[src/rtl/fifo_rd_packer.sv]
// fifo_rd_packer: drain stage behind a 16-bit FIFO.
// Pops 16-bit words and packs each pair into one 32-bit word: the older word goes to [15:0].
// Packed words are presented on a valid/ready port.
// A lone low half is padded with PAD_WORD and flagged with out_half when either:
//   - flush is high, or
//   - the FIFO has stayed empty for FLUSH_DLY cycles.
// Optional feature macro PACKER_PARITY_EN adds the out_par port: even parity of out_data.
module fifo_rd_packer #(
  parameter logic [15:0] PAD_WORD  = 16'h0000,
  parameter int unsigned FLUSH_DLY = 4
) (
  input  logic        clk,
  input  logic        rst_n,
  output logic        fifo_rd,
  input  logic [15:0] fifo_dout,
  input  logic        fifo_empty,
  input  logic        flush,
  output logic [31:0] out_data,
  output logic        out_half,
  output logic        out_valid,
  input  logic        out_ready
`ifdef PACKER_PARITY_EN
  ,
  output logic        out_par
`endif
);

  localparam int unsigned     CNT_W     = (FLUSH_DLY < 2) ? 1 : $clog2(FLUSH_DLY + 1);
  localparam logic [CNT_W-1:0] CNT_MAX   = '1;
  localparam logic [CNT_W-1:0] FLUSH_CNT = CNT_W'(FLUSH_DLY);
  localparam logic             FLUSH_EN  = (FLUSH_DLY != 32'd0);

  typedef enum logic [2:0] {
    S_IDLE    = 3'd0,
    S_RD_LO   = 3'd1,
    S_CAP_LO  = 3'd2,
    S_WAIT_HI = 3'd3,
    S_RD_HI   = 3'd4,
    S_CAP_HI  = 3'd5,
    S_OUT     = 3'd6
  } state_e;

  logic [1:0]       rst_sync_q;
  logic             rst_sync_n;
  state_e           state_q, state_d;
  logic [15:0]      lo_q, lo_d;
  logic [CNT_W-1:0] cnt_q, cnt_d;
  logic             fifo_rd_q, fifo_rd_d;
  logic [31:0]      out_data_q, out_data_d;
  logic             out_half_q, out_half_d;
  logic             out_valid_q, out_valid_d;

  // Reset assertion propagates immediately; release is aligned to clk through two flops.
  always_ff @(posedge clk or negedge rst_n) begin
    if (!rst_n) begin
      rst_sync_q <= 2'b00;
    end else begin
      rst_sync_q <= {rst_sync_q[0], 1'b1};
    end
  end

  assign rst_sync_n = rst_sync_q[1];

  // Next-state, read-strobe and output-word computation for the pack FSM.
  always_comb begin
    state_d     = state_q;
    lo_d        = lo_q;
    cnt_d       = cnt_q;
    fifo_rd_d   = 1'b0;
    out_data_d  = out_data_q;
    out_half_d  = out_half_q;
    out_valid_d = out_valid_q;
    case (state_q)
      S_IDLE: begin
        if (!fifo_empty) begin
          state_d   = S_RD_LO;
          fifo_rd_d = 1'b1;
        end else begin
          state_d = S_IDLE;
        end
      end
      S_RD_LO: begin
        state_d = S_CAP_LO;
      end
      S_CAP_LO: begin
        lo_d    = fifo_dout;
        cnt_d   = '0;
        state_d = S_WAIT_HI;
      end
      S_WAIT_HI: begin
        // A real high word always wins over padding.
        if (!fifo_empty) begin
          state_d   = S_RD_HI;
          fifo_rd_d = 1'b1;
        end else if (flush || (FLUSH_EN && (cnt_q == FLUSH_CNT))) begin
          out_data_d  = {PAD_WORD, lo_q};
          out_half_d  = 1'b1;
          out_valid_d = 1'b1;
          state_d     = S_OUT;
        end else if (cnt_q != CNT_MAX) begin
          cnt_d = cnt_q + CNT_W'(1);
        end else begin
          cnt_d = cnt_q;
        end
      end
      S_RD_HI: begin
        state_d = S_CAP_HI;
      end
      S_CAP_HI: begin
        out_data_d  = {fifo_dout, lo_q};
        out_half_d  = 1'b0;
        out_valid_d = 1'b1;
        state_d     = S_OUT;
      end
      S_OUT: begin
        // No read is issued until the held word has been accepted.
        if (out_ready) begin
          out_valid_d = 1'b0;
          if (!fifo_empty) begin
            state_d   = S_RD_LO;
            fifo_rd_d = 1'b1;
          end else begin
            state_d = S_IDLE;
          end
        end else begin
          state_d = S_OUT;
        end
      end
      default: begin
        state_d = S_IDLE;
      end
    endcase
  end

  // FSM state and all outputs are registered.
  always_ff @(posedge clk or negedge rst_sync_n) begin
    if (!rst_sync_n) begin
      state_q     <= S_IDLE;
      lo_q        <= 16'h0000;
      cnt_q       <= '0;
      fifo_rd_q   <= 1'b0;
      out_data_q  <= 32'h0000_0000;
      out_half_q  <= 1'b0;
      out_valid_q <= 1'b0;
    end else begin
      state_q     <= state_d;
      lo_q        <= lo_d;
      cnt_q       <= cnt_d;
      fifo_rd_q   <= fifo_rd_d;
      out_data_q  <= out_data_d;
      out_half_q  <= out_half_d;
      out_valid_q <= out_valid_d;
    end
  end

  assign fifo_rd   = fifo_rd_q;
  assign out_data  = out_data_q;
  assign out_half  = out_half_q;
  assign out_valid = out_valid_q;

`ifdef PACKER_PARITY_EN
  logic out_par_q, out_par_d;

  function automatic logic even_par32(input logic [31:0] v);
    return ^v;
  endfunction

  assign out_par_d = even_par32(out_data_d);

  // Parity is registered alongside the data word so the two always match.
  always_ff @(posedge clk or negedge rst_sync_n) begin
    if (!rst_sync_n) begin
      out_par_q <= 1'b0;
    end else begin
      out_par_q <= out_par_d;
    end
  end

  assign out_par = out_par_q;
`endif

endmodule

[config.mk]
export PLATFORM = sky130hd
export DESIGN_NAME = fifo_rd_packer
export DESIGN_NICKNAME = d
export VERILOG_FILES = /design/src/rtl/fifo_rd_packer.sv
export SDC_FILE = /design/constraint.sdc
export NUM_CORES = 1
export LEC_CHECK = 0
export BUFFER_PORTS_ARGS = -buffer_cell sky130_fd_sc_hd__buf_2
export CAP_MARGIN = 20
export CORE_MARGIN = 2
export CORE_UTILIZATION = 53
export CTS_BUF_LIST = sky130_fd_sc_hd__clkbuf_8 sky130_fd_sc_hd__clkbuf_16
export DETAILED_ROUTE_END_ITERATION = 8
export GPL_ROUTABILITY_DRIVEN = 0
export PLACE_DENSITY = 0.78
export SLEW_MARGIN = 20
export SYNTH_ARGS = -nofsm -noshare
export SYNTH_HDL_FRONTEND = slang
export SYNTH_SLANG_ARGS = --single-unit
[constraint.sdc]
create_clock -name clk -period 2.17 [get_ports clk]
set_input_delay 0.5425 -clock clk [delete_from_list [all_inputs] [get_ports clk]]
set_output_delay 0.5425 -clock clk [all_outputs]
set_load 0.01 [all_outputs]
==> implementation parameters <==
Parameter                              Value

Logic synthesis
  Area of the mapped netlist ... 2490 um2
  Combinational family with the most area after synthesis ... multiplexers
  Area share of and/or/nand/nor cells after synthesis ... 8.08%
  Distinct cells, synth ... 36
  Average cell area after synthesis ... 13.5 um2
  Fraction of post-synthesis cell area in the top cell type by area ... 59.2%
  Post-synthesis share of cell area spent on full adders, half adders and majority gates ... 1.51%
  Complex-gate fraction of the synthesized area ... 12.3%
  Synth Area in XOR/XNOR ... 0%
  Count of flip-flops with a built-in enable after synthesis ... 0
  Post-synth ARST share ... 100%
  Top cells by area in the synthesized netlist ... sky130_fd_sc_hd__dfrtp_1 59%, sky130_fd_sc_hd__mux2_2 9.9%, sky130_fd_sc_hd__mux2_4 6.0%
  Post-synthesis net count ... 208
  Cells after synthesis ... 184
  Number of synthesized register bits ... 59
  Number of warnings reported in the yosys synthesis log ... 0
  Leading area contributor after synthesis ... sky130_fd_sc_hd__dfrtp_1
  Sequential fraction of the synthesis area ... 59.2%
  Multiplexer share of the synthesized area ... 16.0%
  Main synth FF type ... sky130_fd_sc_hd__dfrtp_1

Global route
  Total global routing overflow ... 0
  Maximum number of pins on one net before global-route repair ... 33
  First-pass GRT wire length ... 8.21 mm
  Vias in the first global route ... 1,708
  Initial antenna violation count ... 0
  Total GRT Usage ... 21.0%

Floorplan
  Initial core utilization ... 56.1%
  Die Height ... 72.6 um
  Ports placed on the boundary ... 56
  Site Rows ... 24
  Area of the core ... 4440 um2
  Die area ... 5270 um2
  Die width ... 72.6 um

Worst setup path
  Data required time of the critical path ... 2.38 ns
  Worst setup path class ... flop to flop
  Cell with the largest stage delay on the worst path ... sky130_fd_sc_hd__dfrtp_1
  Cell family with most CP delay ... compound AO/OA/AOI/OAI gates
  Category of the worst setup path capture point ... flop
  Number of buffer and inverter instances along the worst setup path ... 1
  Nature of the critical path startpoint ... flop
  Crit-path max cell delay ... 0.40 ns
  Worst reg2reg path endpoint ... cnt_q[0]
  Critical Path AT ... 1.97 ns
  Register-to-register setup slack ... 0.41 ns
  FF-to-FF Start ... cnt_q[0]
  Crit-path cells ... inv_1 > ha_1 > a21o_1 > or3_1 > a311o_1
  Number of cell instances on the worst register-to-register path ... 5
  Biggest fanout along the worst timing path ... 5

Clock tree
  Clock input transition at the sequential cells of the worst setup and hold paths ... 0.07 ns
  CTS tree ... built
  Number of buffers added by the clock tree synthesis step ... 9
  # H-tree levels ... 3
  Post-CTS setup buffer count ... 0
  Number of resized instances in the post-cts repair step ... 0
  Worst skew pair latency ... 0.33 ns
  CTS Buffer Depth ... 2
  Clock Tree Root ... sky130_fd_sc_hd__clkbuf_8
  TritonCTS Sinks ... 59

Routing
  Total wire length after detailed routing ... 4.93 mm
  Routed wire length per instance ... 16.1 um
  Iteration-0 DRC count of the detailed router ... 71
  Routed Antenna Nets ... 0
  DRC violations left ... 0
  Vias per cell ... 5.60
  DRT Pass-1 Iters ... 4
  Via total after detailed routing ... 1,714

Timing
  RSZ-0062 raised after global routing ... no
  Minimum clock period after layout ... 1.76 ns
  Hold violation count in the final report ... 0
  Slew HR ... 55.6%
  Final setup violation count ... 0
  Final critical-path share of the clock period ... 80.9%
  Total Negative Setup Slacks ... 0 ns
  Max Slew Vio Count ... 0
  Maximum clock skew at final layout ... 0.00900 ns
  Least-Margin Pin Slew ... 0.666 ns
  Fmax achieved ... 570 MHz

Power
  Power density over the cells ... 1510 nW/um2
  Worst IR drop on VDD ... 769 uV
  Leakage power total ... 1.46 nW

Placement
  Total half-perimeter wirelength after legalization and detailed placement ... 3.47 mm
  Placed insts ... 290
  Input/output buffers ... 55

Layout
  Final standard cell count with taps included and fillers excluded ... 306
  Fraction of layout instances using a drive strength above 1 ... 44.5%
  Antenna Cells ... 0
  Area growth from synthesis to final layout ... 21.1%
  Most common cell after layout, fill and taps aside ... sky130_fd_sc_hd__dfrtp_1
  Most frequent cells in the layout ... 58 x sky130_fd_sc_hd__dfrtp_1, 55 x sky130_fd_sc_hd__buf_2, 22 x sky130_fd_sc_hd__mux2_2
  # nets final ... 274

Flow run
  Max Cap Violations ... 0

Hold path
  Worst min-delay path class ... flop to asynchronous set/reset pin

Outcome
  Run status ... complete, no violations
sequential cells by signal, indices dropped and copies added, names as in the netlist:
name / count
cnt_q: 3
fifo_rd: 1
lo_q: 16
out_data: 32
out_half: 1
out_valid: 1
rst_sync_q: 2
state_q: 3
power by group:
| part | total (W) | switching [W] | internal, W |
|---|---|---|---|
| clock | 0.000792 | 0.000402 | 0.000390 |
| combinational | 0.00181 | 0.000841 | 0.000967 |
| sequential | 0.00196 | 0.000337 | 0.00162 |
| total | 0.00456 | 0.00158 | 0.00298 |
per-layer routing:
metal  vias up  GRT usage (%)  wire length, um
met1       858           26.3             2090
li1        806              -                -
met5         -              0                0
met4         0           5.97               26
met2        46           32.8             2510
met3         4           10.1              299
cell usage after synthesis (all sizes together) (2+ instances only):
cell type / count
a21o: 2
a21oi: 2
a221oi: 2
a311o: 2
and2: 2
buf: 6
clkbuf: 3
dfrtp: 59
ha: 3
inv: 5
mux2: 32
nand2: 21
nand2b: 3
nor2: 2
nor4: 2
o21ai: 6
o2bb2ai: 16
o311ai: 2
or3: 2
worst reg2reg max path, cell delays in order (launching register included):
cell,delay (ns)
sky130_fd_sc_hd__dfrtp_1,0.40
sky130_fd_sc_hd__inv_1,0.06
sky130_fd_sc_hd__ha_1,0.22
sky130_fd_sc_hd__a21o_1,0.22
sky130_fd_sc_hd__or3_1,0.38
sky130_fd_sc_hd__a311o_1,0.37
how the worst max path moves through the flow:
stage	endpoint	start	cells past startpoint	slack (ns)
3_5_place_dp	cnt_q[0]	cnt_q[0]	5	0.41
5_1_grt	cnt_q[0]	cnt_q[0]	5	0.33
3_3_place_gp	out_data[7]	fifo_empty	5	0.45
4_1_cts	cnt_q[0]	cnt_q[0]	5	0.40
6_report	cnt_q[0]	cnt_q[0]	5	0.41
2_1_floorplan	cnt_q[0]	rst_sync_q[1]	0	0.41
stage by stage:
step | total power, W | hold WS [ns] | worst slack (ns) | utilization, % | instance area (um2)
final | 0.00456 | 0.308 | 0.414 | 67.9 | 3020
after global routing | 0.00491 | 0.361 | 0.333 | 67.9 | 3020
after CTS | 0.00462 | 0.339 | 0.404 | 67.9 | 3020
after detailed placement | 0.00382 | 0.329 | 0.411 | 64.3 | 2860
after global placement | 0.00373 | 0.328 | 0.453 | 64.3 | 2860
after floorplan | 0.00319 | 0.247 | 0.406 | - | 2490
repair_timing:
item                       in CTS  in global routing
setup endpoints to repair       0                  0
hold endpoints to repair        2                  0
hold buffers                    1                  0
area by class of cell:
| class | count | area, um2 |
|---|---|---|
| well taps | 52 | 65.1 |
| repair buffers | 64 | 358 |
| inverters | 5 | 18.8 |
| multi-input cells | 111 | 947 |
| flip-flops and latches | 59 | 1480 |
| fillers | 357 | 1430 |
| clock inverters | 6 | 28.8 |
| clock buffers | 9 | 124 |
cells by family (layout without fill, tap and decap cells):
kind of cell / after synthesis / after routing
flip-flops: 59 / 59
adder cells (fa/ha/maj): 3 / 3
other: 1 / 1
multiplexers: 32 / 32
AND/OR/NAND/NOR: 38 / 38
AO/OA/AOI/OAI: 37 / 37
buffers and inverters: 14 / 84
No activity file was read; power rests on OpenSTA's default activity.
